$ cat src/rtl/dmem_loader_if.sv
// dmem_loader_if: byte-stream handshake and external data-memory write port
interface dmem_loader_if;
  logic        in_valid;
  logic [7:0]  in_data;
  logic        in_ready;
  logic        Ext_MemWrite;
  logic [31:0] Ext_WriteData;
  logic [31:0] Ext_DataAdr;
  modport master (
    input  in_valid, in_data,
    output in_ready, Ext_MemWrite, Ext_WriteData, Ext_DataAdr
  );
  modport slave (
    output in_valid, in_data,
    input  in_ready, Ext_MemWrite, Ext_WriteData, Ext_DataAdr
  );
endinterface

$ cat src/rtl/dmem_loader.sv
// dmem_loader: packs a byte stream into words, writes them to CPU data memory, then releases CPU reset
module dmem_loader #(
  parameter logic [31:0] BASE_ADDR     = 32'h0000_0000,
  parameter int          WORD_COUNT    = 64,
  parameter int          RELEASE_DELAY = 4
) (
  input  logic          clk,
  input  logic          reset,
  input  logic          start,
  dmem_loader_if.master bus,
  output logic          cpu_reset,
  output logic          busy,
  output logic          done,
  output logic [15:0]   words_loaded
);
  typedef enum logic [2:0] {IDLE, COLLECT, WRITE, HOLD, RUN} state_t;
  state_t      state_q, state_d;
  logic [1:0]  idx_q, idx_d;
  logic [23:0] part_q, part_d;
  logic [31:0] wdata_q, wdata_d;
  logic [31:0] adr_q, adr_d;
  logic [15:0] words_q, words_d;
  logic [7:0]  cnt_q, cnt_d;
  // next-state logic: byte packing, write issue, release countdown
  always_comb begin
    state_d = state_q;
    idx_d   = idx_q;
    part_d  = part_q;
    wdata_d = wdata_q;
    adr_d   = adr_q;
    words_d = words_q;
    cnt_d   = cnt_q;
    case (state_q)
      IDLE, RUN: if (start) begin
        state_d = COLLECT;
        idx_d   = '0;
        words_d = '0;
      end
      COLLECT: if (bus.in_valid) begin
        idx_d = idx_q + 2'd1;
        if (idx_q == 2'd3) begin
          state_d = WRITE;
          wdata_d = {bus.in_data, part_q};
          adr_d   = BASE_ADDR + {14'b0, words_q, 2'b0};
        end else part_d[{idx_q, 3'b0} +: 8] = bus.in_data;
      end
      WRITE: begin
        words_d = words_q + 16'd1;
        cnt_d   = '0;
        state_d = (words_q + 16'd1 == 16'(WORD_COUNT)) ? HOLD : COLLECT;
      end
      HOLD: begin
        cnt_d   = cnt_q + 8'd1;
        state_d = (cnt_q == 8'(RELEASE_DELAY - 1)) ? RUN : HOLD;
      end
      default: state_d = IDLE;
    endcase
  end
  // state and datapath registers; reset drops any partial word
  always_ff @(posedge clk) begin
    if (reset) begin
      state_q <= IDLE;
      idx_q   <= '0;
      part_q  <= '0;
      wdata_q <= '0;
      adr_q   <= '0;
      words_q <= '0;
      cnt_q   <= '0;
    end else begin
      state_q <= state_d;
      idx_q   <= idx_d;
      part_q  <= part_d;
      wdata_q <= wdata_d;
      adr_q   <= adr_d;
      words_q <= words_d;
      cnt_q   <= cnt_d;
    end
  end
  assign bus.in_ready      = state_q == COLLECT;
  assign bus.Ext_MemWrite  = state_q == WRITE;
  assign bus.Ext_WriteData = wdata_q;
  assign bus.Ext_DataAdr   = adr_q;
  assign cpu_reset         = state_q != RUN;
  assign busy              = state_q inside {COLLECT, WRITE, HOLD};
  assign done              = state_q == RUN;
  assign words_loaded      = words_q;
endmodule

$ cat src/flat_wrapper.sv
// flat-port wrapper written by rule: the top's interface ports become plain ports
module dmem_loader_flat 
#(
  parameter logic [31:0] BASE_ADDR     = 32'h0000_0000,
  parameter int          WORD_COUNT    = 64,
  parameter int          RELEASE_DELAY = 4
)
  (clk, reset, start, cpu_reset, busy, done, words_loaded, bus_in_valid, bus_in_data, bus_in_ready, bus_Ext_MemWrite, bus_Ext_WriteData, bus_Ext_DataAdr);
  dmem_loader_if bus_i ();
  input  logic clk;
  input  logic reset;
  input  logic start;
  output logic cpu_reset;
  output logic busy;
  output logic done;
  output logic [15:0] words_loaded;
  input wire logic [$bits(bus_i.in_valid)-1:0] bus_in_valid;
  input wire logic [$bits(bus_i.in_data)-1:0] bus_in_data;
  output wire logic [$bits(bus_i.in_ready)-1:0] bus_in_ready;
  output wire logic [$bits(bus_i.Ext_MemWrite)-1:0] bus_Ext_MemWrite;
  output wire logic [$bits(bus_i.Ext_WriteData)-1:0] bus_Ext_WriteData;
  output wire logic [$bits(bus_i.Ext_DataAdr)-1:0] bus_Ext_DataAdr;
  assign bus_i.in_valid = bus_in_valid;
  assign bus_i.in_data = bus_in_data;
  assign bus_in_ready = bus_i.in_ready;
  assign bus_Ext_MemWrite = bus_i.Ext_MemWrite;
  assign bus_Ext_WriteData = bus_i.Ext_WriteData;
  assign bus_Ext_DataAdr = bus_i.Ext_DataAdr;
  dmem_loader #(.BASE_ADDR(BASE_ADDR), .WORD_COUNT(WORD_COUNT), .RELEASE_DELAY(RELEASE_DELAY)) u_core (.clk(clk), .reset(reset), .start(start), .bus(bus_i), .cpu_reset(cpu_reset), .busy(busy), .done(done), .words_loaded(words_loaded));
endmodule
$ cat config.mk
export PLATFORM = sky130hd
export DESIGN_NAME = dmem_loader_flat
export DESIGN_NICKNAME = d
export VERILOG_FILES = /design/src/rtl/dmem_loader_if.sv /design/src/rtl/dmem_loader.sv /design/src/flat_wrapper.sv
export SDC_FILE = /design/constraint.sdc
export NUM_CORES = 1
export LEC_CHECK = 0
export BUFFER_PORTS_ARGS = -buffer_cell sky130_fd_sc_hd__buf_2
export CAP_MARGIN = 5
export CORE_UTILIZATION = 48
export CTS_CLUSTER_DIAMETER = 80
export DETAILED_ROUTE_END_ITERATION = 10
export PLACE_DENSITY = 0.72
export SLEW_MARGIN = 20
export SYNTH_ARGS = -nofsm -noshare
export SYNTH_HDL_FRONTEND = slang
export SYNTH_SLANG_ARGS = --single-unit
$ cat constraint.sdc
create_clock -name clk -period 2.3 [get_ports clk]
set_clock_uncertainty 0.15 [all_clocks]
set_input_delay 0.23 -clock clk [delete_from_list [all_inputs] [get_ports clk]]
set_output_delay 0.23 -clock clk [all_outputs]
set_load 0.05 [all_outputs]
# [Word level (Yosys, flattened, before mapping)]
# Cells that the tools add are included.
[totals] word_cells=49 register_bits=101 out_inout_bits=85 input_bits=12
[classes] bitwise_logic=1 n_eq_ne=11 n_mux=13 addsub=4 n_reduce_logical=11 shifts=2
[ops] operator="$pmux 16 s2" count=1
[ops] operator="$bwmux 24" count=1
[ops] operator="$shift 8x7->24 const A" count=1
[ops] operator="$shiftx 8x7->24" count=1
[ops] operator="$add 16x1->16 const B" count=1
[ops] operator="$eq 16x7->1 const B" count=1
[ops] operator="$mux 16" count=1
[ops] operator="$pmux 8 s2" count=1
[ops] operator="$mux 3" count=4
[ops] operator="$pmux 3 s4" count=1
[ops] operator="$reduce_and 3->1" count=4
[ops] operator="$add 8x1->8 const B" count=1
[ops] operator="$eq 8x2->1 const B" count=1
[ops] operator="$neg 5->7" count=1
[ops] operator="$eq 3x2->1 const B" count=2
[ops] operator="$mux 2" count=3
[ops] operator="$reduce_bool 2->1" count=3
[ops] operator="$ne 2x2->1 const B" count=2
[ops] operator="$pmux 2 s2" count=1
[ops] operator="$eq 3x1->1 const B" count=1
[ops] operator="$eq 3x3->1 const B" count=1
[ops] operator="$logic_not 3->1" count=1
[ops] operator="$ne 3x3->1 const B" count=1
[ops] operator="$reduce_bool 3->1" count=1
[ops] operator="other kinds (6)" count=6

# [Longest topological paths before layout]
# Gate-level depths: netlist of run 1.
[depth] depth_word=4 mapped_depth=7 ltp_nobuf=6

# [Least setup slack after synthesis of run 1]
# OpenSTA, ideal clock, no wires.
[synth_path] kind="register -> register" start="reg u_core.words_q[0], in the netlist u_core.words_loaded[0]" end="reg u_core.state_q[1]" arrival_time_ps=2183 synth_period_minus_slack_ps=2417 required_ps=2066 setup_ps=84 path_stages_with_launch=7 slack_ps=-117 n_path_buf=0 path_cell_list="dfxtp_1 ha_1 nand3_1 nor2_1 nand4_1 a211o_1 o31ai_2"
[synth_between] elab_chain_cells=4
[synth_lines] element="from (decl)" line="dmem_loader.sv:22" source="logic [15:0] words_q, words_d;"
[synth_lines] element="from (signal assigned)" line="dmem_loader.sv:75" source="words_q <= words_d;"
[synth_lines] element="$add 16x1->16" line="dmem_loader.sv:50" source="state_d = (words_q + 16'd1 == 16'(WORD_COUNT)) ? HOLD : COLLECT;"
[synth_lines] element="$eq 16x7->1" line="dmem_loader.sv:50"
[synth_lines] element="$mux 2" line="dmem_loader.sv:50"
[synth_lines] element="$pmux 3 s4" line="dmem_loader.sv:33" source="case (state_q)"
[synth_lines] element="to (signal assigned)" line="dmem_loader.sv:70" source="state_q <= state_d;"
[synth_lines] element="to (decl)" line="dmem_loader.sv:17" source="state_t state_q, state_d;"
# No other way between the ends.
# A chain may end at the register's enable or synchronous reset.

# [Worst setup path in the final report of run 1]
[layout_path] start="reg u_core.state_q[2]" end="out bus_Ext_MemWrite"
[layout_between] elab_chain_cells=1
[layout_lines] element="$eq 3x2->1" line="dmem_loader.sv:80" source="assign bus.Ext_MemWrite = state_q == WRITE;"
[layout_lines] element="to (decl)" line="flat_wrapper.sv:20" source="output wire logic [$bits(bus_i.Ext_MemWrite)-1:0] bus_Ext_MemWrite;"
# No other way between the ends.

==> results.md, run 1 <==
- Finished Cell Area: 5030 µm²
- Final HPWL DP: 7010 µm
- Die footprint: 9490 µm²
- RSZ-0062 raised after global routing: false
- Total Routing Usage GR: 21.2%
- Asr flop ratio synth: 0%
- YS warnings: 0
- Clock Sinks: 101
- Post-Syn Area: 4370 µm²
- Setup ws final: just under 90 ps
- Final setup violation count: 0
- # port buffers: 80
- Unique masters post-synth: a little over 50
- Final Cycle Share: between 90% and 100%
- Die width: 97.4 µm
- Later-pin clock latency in the skew report: ~360 ps
- First-pass GRT wire length: 16600 µm
- Final wirelength: 10300 µm
- Worst Path Arrival: 1830 ps
- Ports: 97
- Total negative slack: 0 ps
- Share of layout cells above drive strength 1: 20.9%
- Number of global-route vias before repair: 3497
- Power per Cell Area: 656 nW/µm²
- Leak pwr: around 2 nW
- Max Root-Sink Buffers: 2
- Seq cells post-synth: ~100
- Post-Syn Area per Cell: roughly 8.0 µm²
- Die height: 97.4 µm
- DRT Pass-1 Iters: 5
- CP startpoint kind: flip-flop
- Crit path time final: 2210 ps
- Area growth syn-to-layout: 15.1%
- Placed cell area: 4780 µm²
- Dpl ws: 274 ps
- Final hold slack: 10.8 ps
- Mean number of vias per cell: approximately 5.4
- CTS Buf Count: 9
- Ant diodes: 0
- Largest net degree at the start of global routing: 52
- CTS tree: built
- Most common flop cell mapped by yosys: dfxtp_1
- Seq/Total Area, Yosys: 46.3%
- Worst setup EP type: primary output
- Post-Syn Instances: 545
- Post-route ant nets: 0
- Placement Rows: 34
- GP Congestion: 0.938
- Post-CTS Repair Setup Buffers: 0
- Core area: 8760 µm²
- Max cap viols: 0
- CTS H-Tree Depth: 3
- Max VDD drop: 257 µV
- Initial DRC count: 194
- Clock Pin Slew Worst Setup and Hold Paths: 100 ps
- Initial Utilization: 49.9%
- Crit Path Max Fanout: 10
- Slew at the pin with the worst max-slew slack: about 600 ps
- Wire length per cell: ~14 µm
- Final #Nets: 636
- Root Driver: clkbuf_8
- Final hold violation count: 0
- Number of remaining DRC errors: 0
- Total gr overflow: 0
- Relative slew margins: 58.9%
- Worst Hold Class: input pin to flip-flop
- Fmax: 452 MHz
- Via count: 3933
- EDFF count, synth: 0
- Initial antenna violation count: 0
- Outcome: finished clean
- Required @ worst endpoint: 1920 ps
- Max Slew Vio Count: 0
- Setup CP Type: flip-flop to primary output
- Tot Pwr: 3.30 mW
[per-stage QoR]
stage	instances	util, %
CTS	730	57.3
global route	730	57.4
detailed placement	713	54.5
finish	730	57.4
floorplan	560	-
global placement	713	54.5
[path summary, 6_finish.rpt]
check	slack, ps	cells past startpoint	from	end
hold / removal	10	3	bus_in_data[0]	u_core.bus.Ext_WriteData[24]
setup reg to reg	180	6	u_core.words_loaded[0]	u_core.state_q[1]
setup / recovery	90	4	u_core.state_q[2]	bus_Ext_MemWrite
hold reg to reg	310	2	u_core.part_q[20]	u_core.part_q[20]
[registers in the layout, summed over array words and instances, names as in the netlist]
name / flops
u_core.bus.Ext_WriteData: 32
u_core.part_q: 24
u_core.bus.Ext_DataAdr: 16
u_core.words_loaded: 16
u_core.cnt_q: 8
u_core.state_q: 3
u_core.idx_q: 2
[routing by layer]
| metal | up-vias | wire (µm) | GRT usage [%] |
|---|---|---|---|
| li1 | 1977 | - | - |
| met4 | 0 | 129 | 6.67 |
| met2 | 128 | 4980 | 35.2 |
| met3 | 13 | 525 | 3.24 |
| met5 | - | 0 | 0 |
| met1 | 1815 | 4620 | 28.2 |
[power by group]
part	internal [mW]	switching, mW	total (mW)
registers	1.76	0.0132	1.77
clock network	0.628	0.654	1.28
logic	0.0505	0.193	0.243
total	2.44	0.860	3.30
[synthesized netlist by cell type, types with 3 or more instances]
master / instances / area (µm²)
a21oi_1: 91 / 455
a22oi_1: 4 / 30.0
a311oi_1: 4 / 35.0
a31oi_1: 3 / 18.8
and2_1: 3 / 18.8
and3_1: 3 / 18.8
buf_2: 11 / 55.1
buf_4: 20 / 150
clkbuf_1: 15 / 56.3
dfxtp_1: 101 / 2020
ha_1: 7 / 87.6
inv_1: 4 / 15.0
nand2_1: 139 / 522
nand3_1: 34 / 170
nand4_1: 8 / 50.1
nand4b_1: 5 / 43.8
nor2_1: 28 / 105
nor3b_1: 3 / 22.5
nor4_1: 3 / 18.8
o21ai_0: 11 / 55.1
or3_1: 5 / 31.3
xnor2_1: 3 / 26.3
xor2_1: 8 / 70.1
[critical path, stage by stage, from the launching register on]
cell and delay, ps:
dfxtp_1 420, or3b_4 480, inv_2 150, buf_4 170, buf_2 260
[logic make-up (layout without fill, tap and decap cells)]
kind of cell    count (synthesis)  count (layout)  share of synthesized area, %
xor+xnor                       11              11                          2.20
buf+inv                        55             117                          7.36
flops                         101             101                          46.3
fa+ha+maj                       7               7                          2.00
simple gates                  249             249                          26.7
compound gates                120             120                          15.1
mux                             1               1                         0.229
other cells                     1              16                        0.0858
[cell type report]
type,count,area [µm²]
Fill cell,840,3730
Multi-Input combinational cell,404,2100
Sequential cell,101,2030
Timing Repair Buffer,96,523
Tap cell,108,135
Clock buffer,9,124
Clock inverter,7,105
Inverter,5,18.8
[layout by cell type, fill, tap and decap left out, drive strengths merged, types with 5 or more instances in the layout]
cell type  netlist  layout
inv              5       7
a21oi           91      91
and4             5       5
clkbuf          17       9
nand4b           5       5
buf             32      95
o21ai           11      11
and2             5       5
nand2          139     139
conb             1      16
nand4            8       8
xor2             8       8
dfxtp          101     101
or3              5       5
nand3           34      34
nor2            28      28
ha               7       7
[timing repair]
item                                   4_1_cts  5_1_grt
setup endpoints to repair                    1        2
hold buffers                                 1        0
resized for setup                            2        2
endpoints found under the hold margin        1        0
Power figures use the tool's default switching activity.
==> inputs of run 2 (changes only) <==
--- a/config.mk
+++ b/config.mk
@@ -7,8 +7,9 @@
 export LEC_CHECK = 0
 export BUFFER_PORTS_ARGS = -buffer_cell sky130_fd_sc_hd__buf_2
 export CAP_MARGIN = 5
+export CORE_ASPECT_RATIO = 1.25
 export CORE_UTILIZATION = 48
-export CTS_CLUSTER_DIAMETER = 80
+export CTS_CLUSTER_DIAMETER = 200
 export DETAILED_ROUTE_END_ITERATION = 10
 export PLACE_DENSITY = 0.72
 export SLEW_MARGIN = 20
==> run 2 against run 1 <==
  * Critical endpoint unchanged
  * Worst setup slack improved by 15 ps
  * Cell count increased by 2.2%
  * Critical path depth decreased by 1
  * Global-route usage increased by 1.0 points
  * Wire length decreased by 0.48%
  * Sequential cell count unchanged
  * Highest routed layer unchanged
  * Hold slack improved by 6.8 ps
  * Cell area increased by 0.87%
  * Non-clock buffer count increased by 4
  * Combinational power increased by 4%
==> results.md, run 2 (synthesis results as in run 1) <==
- CTS Buf Count: 9 (unchanged)
- Max cap viols: 0 (unchanged)
- Die height: 109 µm (+12%)
- Number of global-route vias before repair: 3571 (+2.1%)
- Total Routing Usage GR: 22.2% (+1.0 points)
- GP Congestion: 0.874 (-6.8%)
- Worst setup EP type: primary output
- Core area: 8750 µm² (-0.17%)
- Max reg flops: 32 (unchanged)
- Worst R2R Path Depth: 6 (unchanged)
- Clock Sinks: 101 (unchanged)
- Worst Hold Class: input pin to flip-flop
- Final Cycle Share: 95.6% (-0.67 points)
- Most frequent cells in the layout: nand2_1, dfxtp_1, a21oi_1
- Relative slew margins: 58.1% (-0.87 points)
- Area growth syn-to-layout: 16.1%
- Fmax: 455 MHz (+0.70%)
- Max Slew Vio Count: 0 (unchanged)
- Initial antenna violation count: 0 (unchanged)
- Share of layout cells above drive strength 1: 20.0% (-0.93 points)
- Worst Path Arrival: 1820 ps (about the same)
- Total gr overflow: 0 (unchanged)
- Sequential share of power: 55.3% (+1.6 points)
- Max Root-Sink Buffers: 2 (unchanged)
- Total negative slack: 0 ps (unchanged)
- Via count: 3911 (-0.56%)
- Leak pwr: 2.00 nW (+0.48%)
- Required @ worst endpoint: 1920 ps (about the same)
- Root Driver: clkbuf_8
- Mean number of vias per cell: 5.24 (-2.7%)
- Final hold violation count: 0 (unchanged)
- Final #Nets: 640 (+0.63%)
- Slew at the pin with the worst max-slew slack: 629 ps (+13.1 ps)
- Die width: 87.3 µm (-10%)
- Initial DRC count: 148 (-24%)
- Setup CP Type: flip-flop to primary output
- Largest net degree at the start of global routing: 39 (-25%)
- Wire length per cell: 13.7 µm (-2.6%)
- Reg2reg end: u_core.state_q[1]
- Pint: 2.38 mW (-2.4%)
- Setup ws final: 102 ps (+15.3 ps)
- Dpl ws: 291 ps (+16.7 ps)
- Outcome: finished clean
- Final HPWL DP: 7180 µm (+2.4%)
- Number of remaining DRC errors: 0 (unchanged)
- Crit path time final: 2200 ps (-15.3 ps)
- Ports: 97 (unchanged)
- Die footprint: 9490 µm² (about the same)
- Worst R2R Start: u_core.words_loaded[0]
- Critical path origin: u_core.state_q[1]
- First-pass GRT wire length: 16400 µm (-1.1%)
- Final wirelength: 10200 µm (-0.48%)
- Later-pin clock latency in the skew report: 370 ps (about the same)
- Critical path endpoint: bus_Ext_MemWrite
- Final setup violation count: 0 (unchanged)
- Area of the multi-input gates: 2090 µm² (-0.42%)
- DRT Pass-1 Iters: 4 (-1)
- Crit Path Max Fanout: 8 (-2)
- Sw Pwr: 0.825 mW (-4.1%)
- FF-to-FF setup slack: 230 ps (+50 ps)
- CTS tree: built
- Post-route ant nets: 0 (unchanged)
- CTS H-Tree Depth: 3 (unchanged)
- Comb pwr share: 7.9% (+0.5 points)
- Most common cell after layout, fill and taps aside: nand2_1
- Fillers: 873 (+3.9%)
- Max VDD drop: 388 µV (+51%)
- Clock Pin Slew Worst Setup and Hold Paths: 90 ps (about the same)
- Initial Utilization: 50.0% (+0.086 points)
- RSZ-0062 raised after global routing: false
- Placement Rows: 38 (+12%)
- Sequential standard cell area: 2020 µm² (about the same)
- Power per Cell Area: 632 nW/µm² (-3.7%)
- CP startpoint kind: flip-flop
- Ant diodes: 0 (unchanged)
- # port buffers: 80 (unchanged)
- Clock power share: 36.8% (-2.1 points)
- Net Sw Frac: 25.7% (-0.33 points)
## run 2: cell types whose count changed in the layout (fill, tap and decap cells not counted), sizes merged
| cell | delta |
|---|---|
| dlygate4sd3 | +5 |
| bufinv | -1 |
| clkinvlp | +1 |
| clkbuf | +3 |
| inv | -2 |
| buf | -2 |
## run 2: what timing repair did
action | in CTS | in global routing
gates resized for setup | 0 | 1
buffers inserted | 0 | 0
endpoints found under the setup margin | 0 | 1
hold endpoints to repair | 7 | 0
hold buffers | 6 | 0
## run 2: worst min-delay path by stage
stage	slack, ps	from	end	cells after the start
detailed placement	290	u_core.bus.Ext_DataAdr[16]	u_core.bus.Ext_DataAdr[16]	2
CTS	4	bus_in_data[2]	u_core.bus.Ext_WriteData[26]	3
floorplan	220	bus_in_data[7]	u_core.bus.Ext_WriteData[31]	2
global placement	290	u_core.bus.Ext_WriteData[31]	u_core.bus.Ext_WriteData[31]	2
finish	20	bus_in_data[4]	u_core.bus.Ext_WriteData[28]	3
global route	20	bus_in_data[4]	u_core.bus.Ext_WriteData[28]	3
## run 2: worst max-delay path, stage by stage, from the launching register on
cell	delay, ps
dfxtp_1	490
or3b_1	440
inv_1	220
clkbuf_4	290
## run 2: final cells by class
| cell class | instances | share of cell area, % |
|---|---|---|
| multi-input combinational | 404 | 41.2 |
| sequential | 101 | 39.9 |
| timing repair buffer | 100 | 11.4 |
| clock inverter | 5 | 1.16 |
| inverter | 5 | 0.370 |
| clock buffer | 11 | 2.98 |
| tap | 120 | 2.96 |
## run 2: through the flow
stage	area (µm²)	hold WS, ps	utilization [%]	power, mW	std cells
floorplan	4430	216	-	2.01	560
global placement	4800	289	54.9	2.05	724
detailed placement	4800	294	54.9	2.05	724
CTS	5070	3.79	58.0	3.22	746
global route	5070	19.4	58.0	3.33	746
finish	5070	17.6	58.0	3.20	746
## run 2: layer usage
layer	track usage, %	part of all wire, %
met3	4.69	5.1
met1	27.2	44
met2	37.3	49
met5	0	0
met4	9.60	2.1
## run 2: power by group through the flow
| stage | sequential (mW) | clock, mW | combinational (mW) |
|---|---|---|---|
| floorplan | 1.81 | 0 | 0.197 |
| global placement | 1.81 | 0 | 0.237 |
| detailed placement | 1.81 | 0 | 0.241 |
| CTS | 1.77 | 1.20 | 0.250 |
| global route | 1.78 | 1.28 | 0.274 |
| finish | 1.77 | 1.18 | 0.252 |
==> inputs of run 3 (changes only) <==
--- a/config.mk
+++ b/config.mk
@@ -11,7 +11,7 @@
 export CORE_UTILIZATION = 48
 export CTS_CLUSTER_DIAMETER = 200
 export DETAILED_ROUTE_END_ITERATION = 10
-export PLACE_DENSITY = 0.72
+export PLACE_DENSITY = 0.75
 export SLEW_MARGIN = 20
 export SYNTH_ARGS = -nofsm -noshare
 export SYNTH_HDL_FRONTEND = slang
==> constraint.sdc (replaced) <==
create_clock -name clk -period 2 [get_ports clk]
set_clock_uncertainty 0.15 [all_clocks]
set_input_delay 0.2 -clock clk [delete_from_list [all_inputs] [get_ports clk]]
set_output_delay 0.2 -clock clk [all_outputs]
set_load 0.05 [all_outputs]
==> run 3 against run 2 <==
  * Sequential share of layout area shrank 0.49 points
  * Critical endpoint unchanged
  * Highest routed layer unchanged
  * Via count up 2.3%
  * Largest power group unchanged
  * Register-to-register slack got worse by 160 ps
==> results.md, run 3 (synthesis results as in run 1) <==
- Max VDD drop: 327 µV (-16%)
- Final hold violation count: 0 (unchanged)
- Leak pwr: 2.07 nW (+3.3%)
- Grt met2 use: 39.8% (+2.6 points)
- Max reg flops: 32 (unchanged)
- Largest net degree at the start of global routing: 45 (+15%)
- First-pass GRT wire length: 16500 µm (+0.72%)
- Reg2reg end: u_core.state_q[2]
- Worst setup EP type: primary output
- Post-route ant nets: 0 (unchanged)
- Ports: 97 (unchanged)
- Total Routing Usage GR: 22.3% (+0.18 points)
- FF-to-FF setup slack: 70 ps (-160 ps)
- Clock Sinks: 101 (unchanged)
- Root Driver: clkbuf_8
- Initial Utilization: 50.0% (unchanged)
- Finished Cell Area: 5210 µm² (+2.7%)
- Final wirelength: 10400 µm (+2.2%)
- Initial DRC count: 171 (+16%)
- GP Congestion: 0.866 (-0.84%)
- Final HPWL DP: 7060 µm (-1.6%)
- Die footprint: 9490 µm² (unchanged)
- Max Slew Vio Count: 0 (unchanged)
- Worst Hold Class: input pin to flip-flop
- Crit Path Max Fanout: 8 (unchanged)
- Number of remaining DRC errors: 0 (unchanged)
- Final Cycle Share: 96.6%
- Critical path origin: u_core.state_q[1]
- Most frequent cells in the layout: nand2_1, a21oi_1, dfxtp_1
- Initial antenna violation count: 0 (unchanged)
- Die height: 109 µm (unchanged)
- Later-pin clock latency in the skew report: 360 ps (about the same)
- Via count: 4000 (+2.3%)
- Utilization after layout: 59.5% (+1.6 points)
- Busiest grt layer: met2
- Most common cell after layout, fill and taps aside: nand2_1
- Ant diodes: 0 (unchanged)
- Core area: 8750 µm² (unchanged)
- M1 GR Usage: 26.3% (-0.95 points)
- CTS tree: built
- RSZ-0062 raised after global routing: true
- Placement Rows: 38 (unchanged)
- Max cap viols: 0 (unchanged)
- Worst R2R Path Depth: 6 (unchanged)
- # port buffers: 80 (unchanged)
- Worst Path Arrival: 1580 ps (-240 ps)
- Mean number of vias per cell: 5.30 (+1.1%)
- Power per Cell Area: 678 nW/µm² (+7.3%)
- CTS Buf Count: 9 (unchanged)
- Placed cell area: 4850 µm² (+1.0%)
- Outcome: finished clean
- Crit path time final: 1930 ps
- Final #Nets: 650 (+1.6%)
- Met3 Use GR: 4.84% (+0.15 points)
- Total gr overflow: 0 (unchanged)
- Final setup violation count: 0 (unchanged)
- Share of layout cells above drive strength 1: 23.9% (+4.0 points)
- Area growth syn-to-layout: 19.2%
- CP startpoint kind: flip-flop
- Required @ worst endpoint: 1650 ps (-270 ps)
- Setup CP Type: flip-flop to primary output
- CTS H-Tree Depth: 3 (unchanged)
- Critical path endpoint: bus_Ext_MemWrite
- DRT Pass-1 Iters: 5 (+1)
- Wire length per cell: 13.8 µm (+0.95%)
- Die width: 87.3 µm (unchanged)
- Clock Pin Slew Worst Setup and Hold Paths: 90 ps (about the same)
- Number of global-route vias before repair: 3664 (+2.6%)
- Max Root-Sink Buffers: 2 (unchanged)
- Fmax: between 500 and 600 MHz
- Worst R2R Start: u_core.cnt_q[0]
[run 3: how the worst min path moves through the flow]
stage | slack [ps] | to | from | cells past startpoint
6_report | 40 | u_core.idx_q[0] | bus_in_valid | 3
5_1_grt | 30 | u_core.idx_q[0] | bus_in_valid | 3
3_3_place_gp | 290 | u_core.bus.Ext_WriteData[10] | u_core.bus.Ext_WriteData[10] | 2
3_5_place_dp | 290 | u_core.bus.Ext_DataAdr[13] | u_core.bus.Ext_DataAdr[13] | 2
4_1_cts | 30 | u_core.idx_q[1] | bus_in_valid | 3
2_1_floorplan | 190 | u_core.bus.Ext_WriteData[31] | bus_in_data[7] | 2
[run 3: area by class of cell]
| type | count | area (µm²) |
|---|---|---|
| Fill cell | 847 | 3540 |
| Multi-Input combinational cell | 404 | 2140 |
| Sequential cell | 101 | 2050 |
| Timing Repair Buffer | 110 | 671 |
| Clock buffer | 12 | 155 |
| Tap cell | 120 | 150 |
| Clock inverter | 3 | 20.0 |
| Inverter | 5 | 18.8 |
[run 3: per-layer routing]
| layer | part of all wire (%) | up-vias |
|---|---|---|
| met3 | 4.1 | 6 |
| li1 | - | 1995 |
| met5 | 0 | - |
| met1 | 43 | 1892 |
| met2 | 52 | 107 |
| met4 | 0.65 | 0 |
[run 3: stage by stage]
stage	setup WS, ps	TNS (ps)	std cells	hold slack (ps)	power (mW)
after global placement	108	0	727	289	2.36
after floorplan	7.30	0	560	186	2.31
after detailed placement	80.6	0	727	294	2.36
final	68.5	0	755	42.0	3.53
after CTS	14.6	0	751	29.5	3.56
after global routing	-43.2	-88.6	755	34.2	3.67
[run 3: worst max-delay path, stage by stage (launching register included)]
cell and delay, ps:
dfxtp_4 400, or3b_4 410, inv_1 100, buf_6 140
buf_6 160
[run 3: where the power goes]
| group | internal (mW) | switching [mW] | leakage (nW) |
|---|---|---|---|
| clock network | 0.516 | 0.677 | 0.0928 |
| logic | 0.0767 | 0.225 | 1.15 |
| registers | 2.02 | 0.0156 | 0.824 |
| total | 2.61 | 0.917 | 2.07 |
[run 3: timing repair]
item                                    in CTS  in global routing
hold buffers                                 9                  0
setup buffers                                0                  4
resized for setup                            6                 11
pin swaps                                    0                  3
endpoints found under the setup margin       1                  5
endpoints found under the hold margin       30                  0
